--- config.mk ---
export PLATFORM = sky130hd
export DESIGN_NAME = out_port_fifo
export DESIGN_NICKNAME = d
export VERILOG_FILES = /design/src/rtl/out_port_fifo.sv
export SDC_FILE = /design/constraint.sdc
export NUM_CORES = 1
export LEC_CHECK = 0
export CAP_MARGIN = 20
export CORE_UTILIZATION = 35
export CTS_CLUSTER_DIAMETER = 60
export DETAILED_ROUTE_END_ITERATION = 16
export PLACE_DENSITY_LB_ADDON = 0.12
export SETUP_SLACK_MARGIN = 0.05
export SLEW_MARGIN = 20
export SYNTH_ARGS = -nofsm -noshare
export SYNTH_HDL_FRONTEND = slang
export SYNTH_SLANG_ARGS = --single-unit
--- constraint.sdc ---
create_clock -name clk -period 2.45 [get_ports clk]
set_clock_uncertainty 0.1 [all_clocks]
set_input_delay 0.49 -clock clk [delete_from_list [all_inputs] [get_ports clk]]
set_output_delay 0.49 -clock clk [all_outputs]
set_load 0.005 [all_outputs]
--- src/rtl/out_port_fifo.sv ---
// Output-port buffer behind the processor OUT port: fall-through FIFO drained over valid/ready,
// plus a registered copy of the last accepted write and a sticky overflow flag for dropped writes.
module out_port_fifo #(
    parameter int unsigned DEPTH = 4,
    parameter int unsigned WIDTH = 16
) (
    input  logic                       clk,
    input  logic                       rst,
    input  logic                       i_write,
    input  logic [WIDTH-1:0]           i_data,
    output logic                       o_full,
    output logic                       o_valid,
    input  logic                       i_ready,
    output logic [WIDTH-1:0]           o_data,
    output logic [$clog2(DEPTH+1)-1:0] o_count,
    output logic [WIDTH-1:0]           o_last,
    output logic                       o_overflow,
    input  logic                       i_clr_ovf
);

    localparam int unsigned PTR_W = $clog2(DEPTH);
    localparam int unsigned CNT_W = $clog2(DEPTH + 1);

    logic [WIDTH-1:0] mem [DEPTH];
    logic [PTR_W-1:0] wp;
    logic [PTR_W-1:0] rp;
    logic [CNT_W-1:0] cnt;
    logic             pop;
    logic             push;
    logic             drop;

    // A full FIFO still accepts a write when the head leaves in the same cycle.
    always_comb begin
        pop  = o_valid & i_ready;
        push = i_write & (~o_full | pop);
        drop = i_write & o_full & ~pop;
    end

    assign o_count = cnt;
    assign o_full  = (cnt == CNT_W'(DEPTH));
    assign o_valid = (cnt != '0);
    assign o_data  = o_valid ? mem[rp] : '0;

    always_ff @(posedge clk) begin
        if (push) begin
            mem[wp] <= i_data;
        end
    end

    always_ff @(posedge clk or negedge rst) begin
        if (!rst) begin
            wp         <= '0;
            rp         <= '0;
            cnt        <= '0;
            o_last     <= '0;
            o_overflow <= 1'b0;
        end else begin
            if (push) begin
                wp     <= wp + PTR_W'(1);
                o_last <= i_data;
            end
            if (pop) begin
                rp <= rp + PTR_W'(1);
            end
            case ({push, pop})
                2'b10:   cnt <= cnt + CNT_W'(1);
                2'b01:   cnt <= cnt - CNT_W'(1);
                default: cnt <= cnt;
            endcase
            // A drop in the same cycle as a clear keeps the flag set.
            if (drop) begin
                o_overflow <= 1'b1;
            end else if (i_clr_ovf) begin
                o_overflow <= 1'b0;
            end
        end
    end

endmodule

=== Word-level counts from Yosys, hierarchy flattened ===
Memories as Yosys holds them, arrays and structs flattened.
Index checks and enable logic that the tools add are counted.

* Add/subtract/negate cells: 4
* Eq/ne operators: 3
* Multiplexer cells: 6
* Bitwise gates (word level): 7
* Reduce and logical (&&, ||, !) cells: 3

{| class="wikitable"
|+ Operator list
! operator !! number
|-
| $mux 16 || 1
|-
| $pmux 3 s2 || 1
|-
| $add 2x1->2 const B || 2
|-
| $and 1x1->1 || 4
|-
| $mux 1 || 4
|-
| $reduce_bool 2->1 || 2
|-
| $add 3x1->3 const B || 1
|-
| $eq 3x3->1 const B || 1
|-
| $reduce_bool 3->1 || 1
|-
| $sub 3x1->3 const B || 1
|-
| $eq 2x1->1 const B || 1
|-
| $eq 2x2->1 const B || 1
|-
| $not 1->1 || 2
|-
| $or 1x1->1 || 1
|}

* Flip-flop bits (word level): 24
* Bits in writable memories: 64
* Input port bits: 21
* Output and inout bits: 38
* Word-level logic and storage cells: 29
* Memories: 1

{| class="wikitable"
|+ Memories
! name !! words !! bits a word !! read ports !! clocked after Yosys merged registers in !! wr ports !! line !! source
|-
| mem || 4 || 16 || 1 || 0 || 1 || 24 || <nowiki>logic [WIDTH-1:0] mem [DEPTH];</nowiki>
|}

=== Depth between registers and ports, before layout ===
Gate-level depths: netlist of the first run.

* Word-level depth: 6
* Depth in mapped cells: 8
* Gate-level depth less buffers: 6

=== Least setup slack after synthesis of the first run ===
Ideal clock, no wire load.

* Kind: input to register
* From: input i_write
* To: memory mem[0][0] (enable)
* Setup time: 389 ps
* Arrival time: 1688 ps
* Required time: 1961 ps
* Slack: 274 ps
* Cell stages on the path: 4
* Path buffers: 2
* Path through: buf_2 o41ai_4 buf_6 nor2_1

* Longest elaborated chain between the ends: 3

{| class="wikitable"
|+ Ends and longest elaborated chain
! what !! line !! source
|-
| from (decl) || 9 || <nowiki>input logic i_write,</nowiki>
|-
| $and 1x1->1 || 35 || <nowiki>push = i_write & (~o_full | pop);</nowiki>
|-
| $mux 1 || 45 || <nowiki>if (push) begin</nowiki>
|-
| $mux 1 (implied by the code) || 46 || <nowiki>mem[wp] <= i_data;</nowiki>
|-
| to (decl) || 24 ||
|}

No other way between the ends.

=== Worst setup path after layout of the first run ===
* From: register rp[0]
* To: output o_data[7]

* Longest elaborated chain between the ends: 2

{| class="wikitable"
|+ Ends and longest elaborated chain
! what !! line !! source
|-
| from (decl) || 26 || <nowiki>logic [PTR_W-1:0] rp;</nowiki>
|-
| from (signal assigned) || 63 || <nowiki>rp <= rp + PTR_W'(1);</nowiki>
|-
| $mem_v2 4x16 || -- ||
|-
| $mux 16 || 42 || <nowiki>assign o_data = o_valid ? mem[rp] : '0;</nowiki>
|-
| to (decl) || 14 || <nowiki>output logic [WIDTH-1:0] o_data,</nowiki>
|}

No other way between the ends.

==> results of run 1 <==
[layer usage]
| layer | routed length (um) | global-route usage (%) | vias up |
|---|---|---|---|
| li1 | - | - | 900 |
| met1 | 3570 | 20.0 | 1072 |
| met2 | 3620 | 23.9 | 34 |
| met3 | 184 | 2.63 | 9 |
| met4 | 93 | 6.12 | 0 |
| met5 | 0 | 0 | - |
[flip-flops by register name, summed over array words and instances, names as in the netlist]
| name | flops |
|---|---|
| mem | 64 |
| o_last | 16 |
| o_count | 3 |
| rp | 2 |
| wp | 2 |
| o_overflow | 1 |
[stage by stage]
stage	instance area, um2	utilization [%]	hold WS (ns)	setup TNS, ns	instances
4_1_cts	4770	47.9	0.417	-0.0451	420
6_report	4780	48.0	0.413	0	419
3_5_place_dp	4530	45.5	0.390	-0.165	397
3_3_place_gp	4530	45.5	0.398	0	397
2_1_floorplan	3660	-	0.0944	0	198
5_1_grt	4780	48.0	0.438	0	419
[report_power, final]
group          switching [mW]  internal (mW)  total [mW]
combinational           0.970           1.44        2.41
clock                   0.505          0.368       0.872
sequential              0.113           1.95        2.06
total                    1.59           3.76        5.35
[what timing repair did]
item / CTS / global route
endpoints found under the hold margin: 0 / 0
cloned: 2 / 0
buffers inserted: 5 / 0
setup endpoints to repair: 17 / 17
pin swaps: 6 / 3
resized for setup: 80 / 12
[layout by cell type (no fill, tap or decap), drive strengths merged, types with 2 or more instances in the layout]
cell and instances:
edfxtp 64, buf 42, clkdlybuf4s50 41, dfrtp 24, mux2 17, mux4 16
and2 16, clkbuf 12, inv 10, nor2 6, xnor2 4, ha 4
clkinv 3, nand2 2, o21bai 2, clkinvlp 2
[layout make-up]
type / count / area, um2
repair buffers: 85 / 825
flip-flops and latches: 88 / 2520
inverters: 10 / 40.0
multi-input cells: 87 / 1060
clock inverters: 5 / 33.8
fillers: 863 / 5170
clock buffers: 11 / 131
well taps: 133 / 166
[cell families after synthesis]
family | count (synthesis)
AO/OA/AOI/OAI | 11
XOR/XNOR | 5
AND/OR/NAND/NOR | 32
buffers and inverters | 23
adder cells (fa/ha/maj) | 5
multiplexers | 34
flip-flops | 88
[critical path: stages, from the launching register on]
cell,delay [ns]
dfrtp_2,0.40
buf_6,0.13
buf_12,0.12
mux4_2,0.51
and2_4,0.15
buf_2,0.12
[path summary, 6_finish.rpt]
kind / start / to / depth (start not counted)
setup / recovery: rp[0]$_DFFE_PN0N_ / o_data[7] / 5
max in group asynchronous: rst / rp[0]$_DFFE_PN0N_ / 2
min in group asynchronous: rst / o_overflow$_DFFE_PN0P_ / 2
setup reg to reg: o_count[0]$_DFFE_PN0P_ / o_count[1]$_DFFE_PN0P_ / 7
hold reg to reg: o_last[14]$_DFFE_PN0P_ / o_last[14]$_DFFE_PN0P_ / 1
hold / removal: o_last[14]$_DFFE_PN0P_ / o_last[14]$_DFFE_PN0P_ / 1
==> flow_summary.json, run 1 <==
{
  "yosys-top-cells-area": "edfxtp_1, dfrtp_1, mux4_2",
  "ys_seq_elements": 88,
  "synth_cells": 198,
  "synth_edf_count": 64,
  "synthMuxAreaShare_pct": 16.9,
  "synth_top_family_by_area": "multiplexers",
  "viasPerCell": 4.81,
  "avgSynthCellArea_um2": 18.5,
  "fin_crit_sh_pct": 96.9,
  "synth_adder_area_share_pct": 1.91,
  "drt_iter0_markers": 95,
  "slew_violations": 0,
  "clock.fmax_mhz": 421,
  "rsz0062_at_grt": "yes",
  "cts-root-buf": "clkbuf_8",
  "synth_compound_area_share_pct": 2.70,
  "endpoint_kind": "output port",
  "fin_nets": 307,
  "outcome": "finished clean",
  "clkTransAtPathRegs_ns": 0.08,
  "num_io_pins": 59,
  "cts_hold_buf": 0,
  "cts_tree": "done",
  "period_minus_slack_ns": 2.37,
  "synthArstFlopShare_pct": 27.3,
  "numClockSinks": 88,
  "antenna_found_initial": 0,
  "overflow": 0,
  "grt_max_degree": 25,
  "synth_ff_type": "edfxtp_1",
  "dp.final_hpwl_um": 4690,
  "yosysSeqAreaShare_pct": 68.9,
  "setup_violations": 0,
  "maxCapViolCount": 0,
  "drt_first_pass_iters": 4,
  "vias": 2015,
  "critPathRequiredTime_ns": 1.86,
  "syn_area_um2": 3660,
  "slew_headroom_pct": 38.7,
  "htree_num_levels": 3,
  "timing.final.ws_setup_ns": 0.0751,
  "synth_simple_gate_area_share_pct": 4.95,
  "power_density_nw_per_um2": 1120,
  "yosys.area.top_type_share_pct": 52.5,
  "power.total_mw": 5.35,
  "numPortBuffers": 58,
  "syn_nets": 224,
  "coreArea_um2": 9950,
  "arrival_ns": 1.78,
  "min_path_type": "register to register",
  "synth.distinct_cells": 38,
  "max_slew.worst_pin.slew_ns": 0.918,
  "drc": 0,
  "drive_above_1_share_pct": 39.5,
  "ys_top_cells_by_count": "edfxtp_1, dfrtp_1, and2_1, mux4_2, mux2_4",
  "yosysTopAreaCell": "edfxtp_1",
  "drt-wirelength-per-cell_um": 17.8,
  "grt_pass1_vias": 2187,
  "hold_viol": 0,
  "die_y_um": 104,
  "crit_path_max_fanout": 5,
  "dp_slack_ns": -0.0168,
  "ys_warn_count": 0,
  "clock_latency_ns": 0.35,
  "die_area_um2": 10900,
  "routabilityCongestion": 0.721,
  "die_w_um": 104,
  "p_leak_nw": 1.81,
  "cts_buffers": 9,
  "worst_setup_path_start_kind": "register",
  "ant_nets": 0,
  "initial_core_util_pct": 36.8,
  "clock_path_buffers": 2,
  "diodes": 0,
  "reg2reg_setup_slack_ns": 0.40,
  "rows": 36,
  "synthMostInstantiatedCell": "edfxtp_1",
  "routed_wl_um": 7460,
  "max-vdd-ir-drop_v": 0.000370,
  "critPathKind": "register to output port",
  "area_delta_synth_final_pct": 30.5,
  "grt_util_all_layers_pct": 14.9,
  "synth_xor_xnor_area_share_pct": 1.20,
  "grt_pass1_wl_um": 12100
}
No activity file was read; power rests on OpenSTA's default activity.
==> run 2: changes to the inputs <==
--- a/config.mk
+++ b/config.mk
@@ -6,6 +6,7 @@
 export NUM_CORES = 1
 export LEC_CHECK = 0
 export CAP_MARGIN = 20
+export CORE_MARGIN = 1.5
 export CORE_UTILIZATION = 35
 export CTS_CLUSTER_DIAMETER = 60
 export DETAILED_ROUTE_END_ITERATION = 16
==> constraint.sdc (replaced) <==
create_clock -name clk -period 1.95 [get_ports clk]
set_clock_uncertainty 0.1 [all_clocks]
set_input_delay 0.39 -clock clk [delete_from_list [all_inputs] [get_ports clk]]
set_output_delay 0.39 -clock clk [all_outputs]
set_load 0.005 [all_outputs]
==> run 2 against run 1 <==
Compared with the run above: the run now ends with negative setup slack left; core utilization rose by 4.2 points; sequential power is 28% higher; wire length increased by 15%; largest cell class unchanged; die area is 1.9% higher; register-to-register slack lost 0.54 ns; critical endpoint is now o_data[15]; sequential share of layout area decreased by 5.5 points; sequential cell count stayed put; count of clock-buffer cells in the layout is 2 lower.
==> flow_summary.json, run 2 (synthesis results as in run 1) <==
{
  "outcome": "finished with violations",
  "failed_checks": "negative setup slack",
  "rows": 37,
  "fin_tns_setup_ns": -6.22,
  "numClockSinks": 88,
  "max-vdd-ir-drop_v": 0.000635,
  "overflow": 0,
  "initial_core_util_pct": 35.8,
  "vias": 2159,
  "mostFrequentLayoutCells": "edfxtp_1, clkdlybuf4s50_1, buf_6",
  "clock_path_buffers": 2,
  "grt_pass1_vias": 2254,
  "diodes": 0,
  "drt-wirelength-per-cell_um": 19.1,
  "antenna_found_initial": 0,
  "holdWs_ns": 0.322,
  "rsz0062_at_grt": "yes",
  "grt_util_all_layers_pct": 16.5,
  "timing.final.ws_setup_ns": -0.396,
  "dpl.cell_count": 392,
  "clock_latency_ns": 0.34,
  "min_path_type": "input pin to asynchronous set/reset pin",
  "ant_nets": 0,
  "coreArea_um2": 10200,
  "largest-register": "mem",
  "endpoint_kind": "output port",
  "drt_iter0_markers": 67,
  "fin_nets": 335,
  "period_minus_slack_ns": 2.35,
  "cts_buffers": 9,
  "p_leak_nw": 2.08,
  "cpLargestDelayFamily": "buffers and inverters",
  "hold_viol": 0,
  "crit_chain": "buf_4 > buf_16 > buf_6 > mux4_2 > and2_4 > buf_6",
  "grt_max_degree": 25,
  "grt_pass1_wl_um": 13300,
  "area_delta_synth_final_pct": 46.0,
  "crit_top_cell": "buf_6",
  "crit_buf_inv": 4,
  "cts_hold_buf": 0,
  "crit_path_max_fanout": 4,
  "dp_slack_ns": -0.577,
  "slowest_delay_ns": 0.44,
  "drc": 0,
  "layout_commonest_cell": "edfxtp_1",
  "viasPerCell": 4.80,
  "fill_cells": 836,
  "drive_above_1_share_pct": 48.4,
  "crit_path_top_delay_cell": "dfrtp_2",
  "cts-root-buf": "clkbuf_8",
  "setup_violations": 47,
  "htree_num_levels": 3,
  "die_w_um": 105,
  "fin_crit_sh_pct": 120,
  "arrival_ns": 1.86,
  "die_y_um": 105,
  "slew_violations": 0,
  "die_area_um2": 11100,
  "cts_tree": "done",
  "routed_wl_um": 8590,
  "largest_register_ffs": 64,
  "clock.fmax_mhz": 426,
  "critPathRequiredTime_ns": 1.46,
  "layout.cells.non_filler": 450,
  "drt_first_pass_iters": 4,
  "max_slew.worst_pin.slew_ns": 0.376,
  "clkTransAtPathRegs_ns": 0.09,
  "maxCapViolCount": 0,
  "power_density_nw_per_um2": 1500,
  "numPortBuffers": 58,
  "slew_headroom_pct": 74.8,
  "worst_setup_path_start_kind": "register",
  "routabilityCongestion": 0.725,
  "num_io_pins": 59,
  "critPathKind": "register to output port",
  "dp.final_hpwl_um": 4450
}
==> run 2: changes by cell type in the layout (fill, tap and decap cells not counted), sizes merged <==
cell | before | now
buf | 42 | 71
clkdlybuf4s50 | 41 | 35
dlygate4sd2 | 0 | 5
clkbuf | 12 | 9
bufinv | 0 | 2
or3 | 1 | 3
clkinvlp | 2 | 1
dlymetal6s2s | 1 | 0
inv | 10 | 11
==> run 2: final timing paths <==
check / start / endpoint / slack [ns] / cells after the start
worst max-delay path: rp[0]$_DFFE_PN0N_ / o_data[15] / -0.40 / 6
worst min-delay path: rst / o_count[0]$_DFFE_PN0P_ / 0.32 / 2
worst max register to register: o_count[1]$_DFFE_PN0P_ / o_count[1]$_DFFE_PN0P_ / -0.14 / 7
worst min register to register: o_last[10]$_DFFE_PN0P_ / o_last[10]$_DFFE_PN0P_ / 0.41 / 1
max in group asynchronous: rst / o_count[2]$_DFFE_PN0P_ / 1.14 / 2
min in group clk: o_last[10]$_DFFE_PN0P_ / o_last[10]$_DFFE_PN0P_ / 0.41 / 1
==> run 2: worst reg2reg max path: stages (launching register included) <==
cell and delay, ns:
dfrtp_2 0.44, buf_12 0.13, or3_4 0.43, nand2_2 0.08, fa_2 0.43, o21bai_1 0.16, a31oi_1 0.14, o21a_1 0.12
==> run 2: routing by layer <==
metal  wire length (um)  GRT usage, %  up-vias  part of all wire (%)
met2               4390          26.7       49                    51
li1                   -             -      969                     -
met4                155          6.85        0                   1.8
met3                277          2.66       10                   3.2
met5                  0             0        -                     0
met1               3770          22.2     1131                    44
==> run 2: final cells by class <==
| type | instances | area [um2] | area share [%] |
|---|---|---|---|
| Tap cell | 136 | 170 | 3.18 |
| Multi-Input combinational cell | 89 | 1140 | 21.4 |
| Sequential cell | 88 | 2530 | 47.3 |
| Clock buffer | 9 | 124 | 2.32 |
| Inverter | 10 | 40.0 | 0.749 |
| Clock inverter | 7 | 93.8 | 1.75 |
| Timing Repair Buffer | 111 | 1250 | 23.4 |
==> run 2: metrics by stage <==
step	power [mW]	instance area (um2)	util [%]
6_report	8.02	5350	52.3
5_1_grt	8.45	5350	52.3
4_1_cts	7.95	5290	51.7
3_5_place_dp	5.42	4480	43.7
3_3_place_gp	5.41	4480	43.7
2_1_floorplan	4.14	3690	-
==> run 2: what timing repair did <==
item,4_1_cts,5_1_grt
setup endpoints to repair,103,103
gates resized for setup,149,14
setup buffers,31,12
cloned,6,0
pin swaps,22,6
==> run 2: power breakdown <==
part / total, mW / internal [mW] / switching (mW)
registers: 2.63 / 2.45 / 0.175
clock network: 1.37 / 0.722 / 0.646
logic: 4.02 / 2.52 / 1.50
total: 8.02 / 5.69 / 2.32
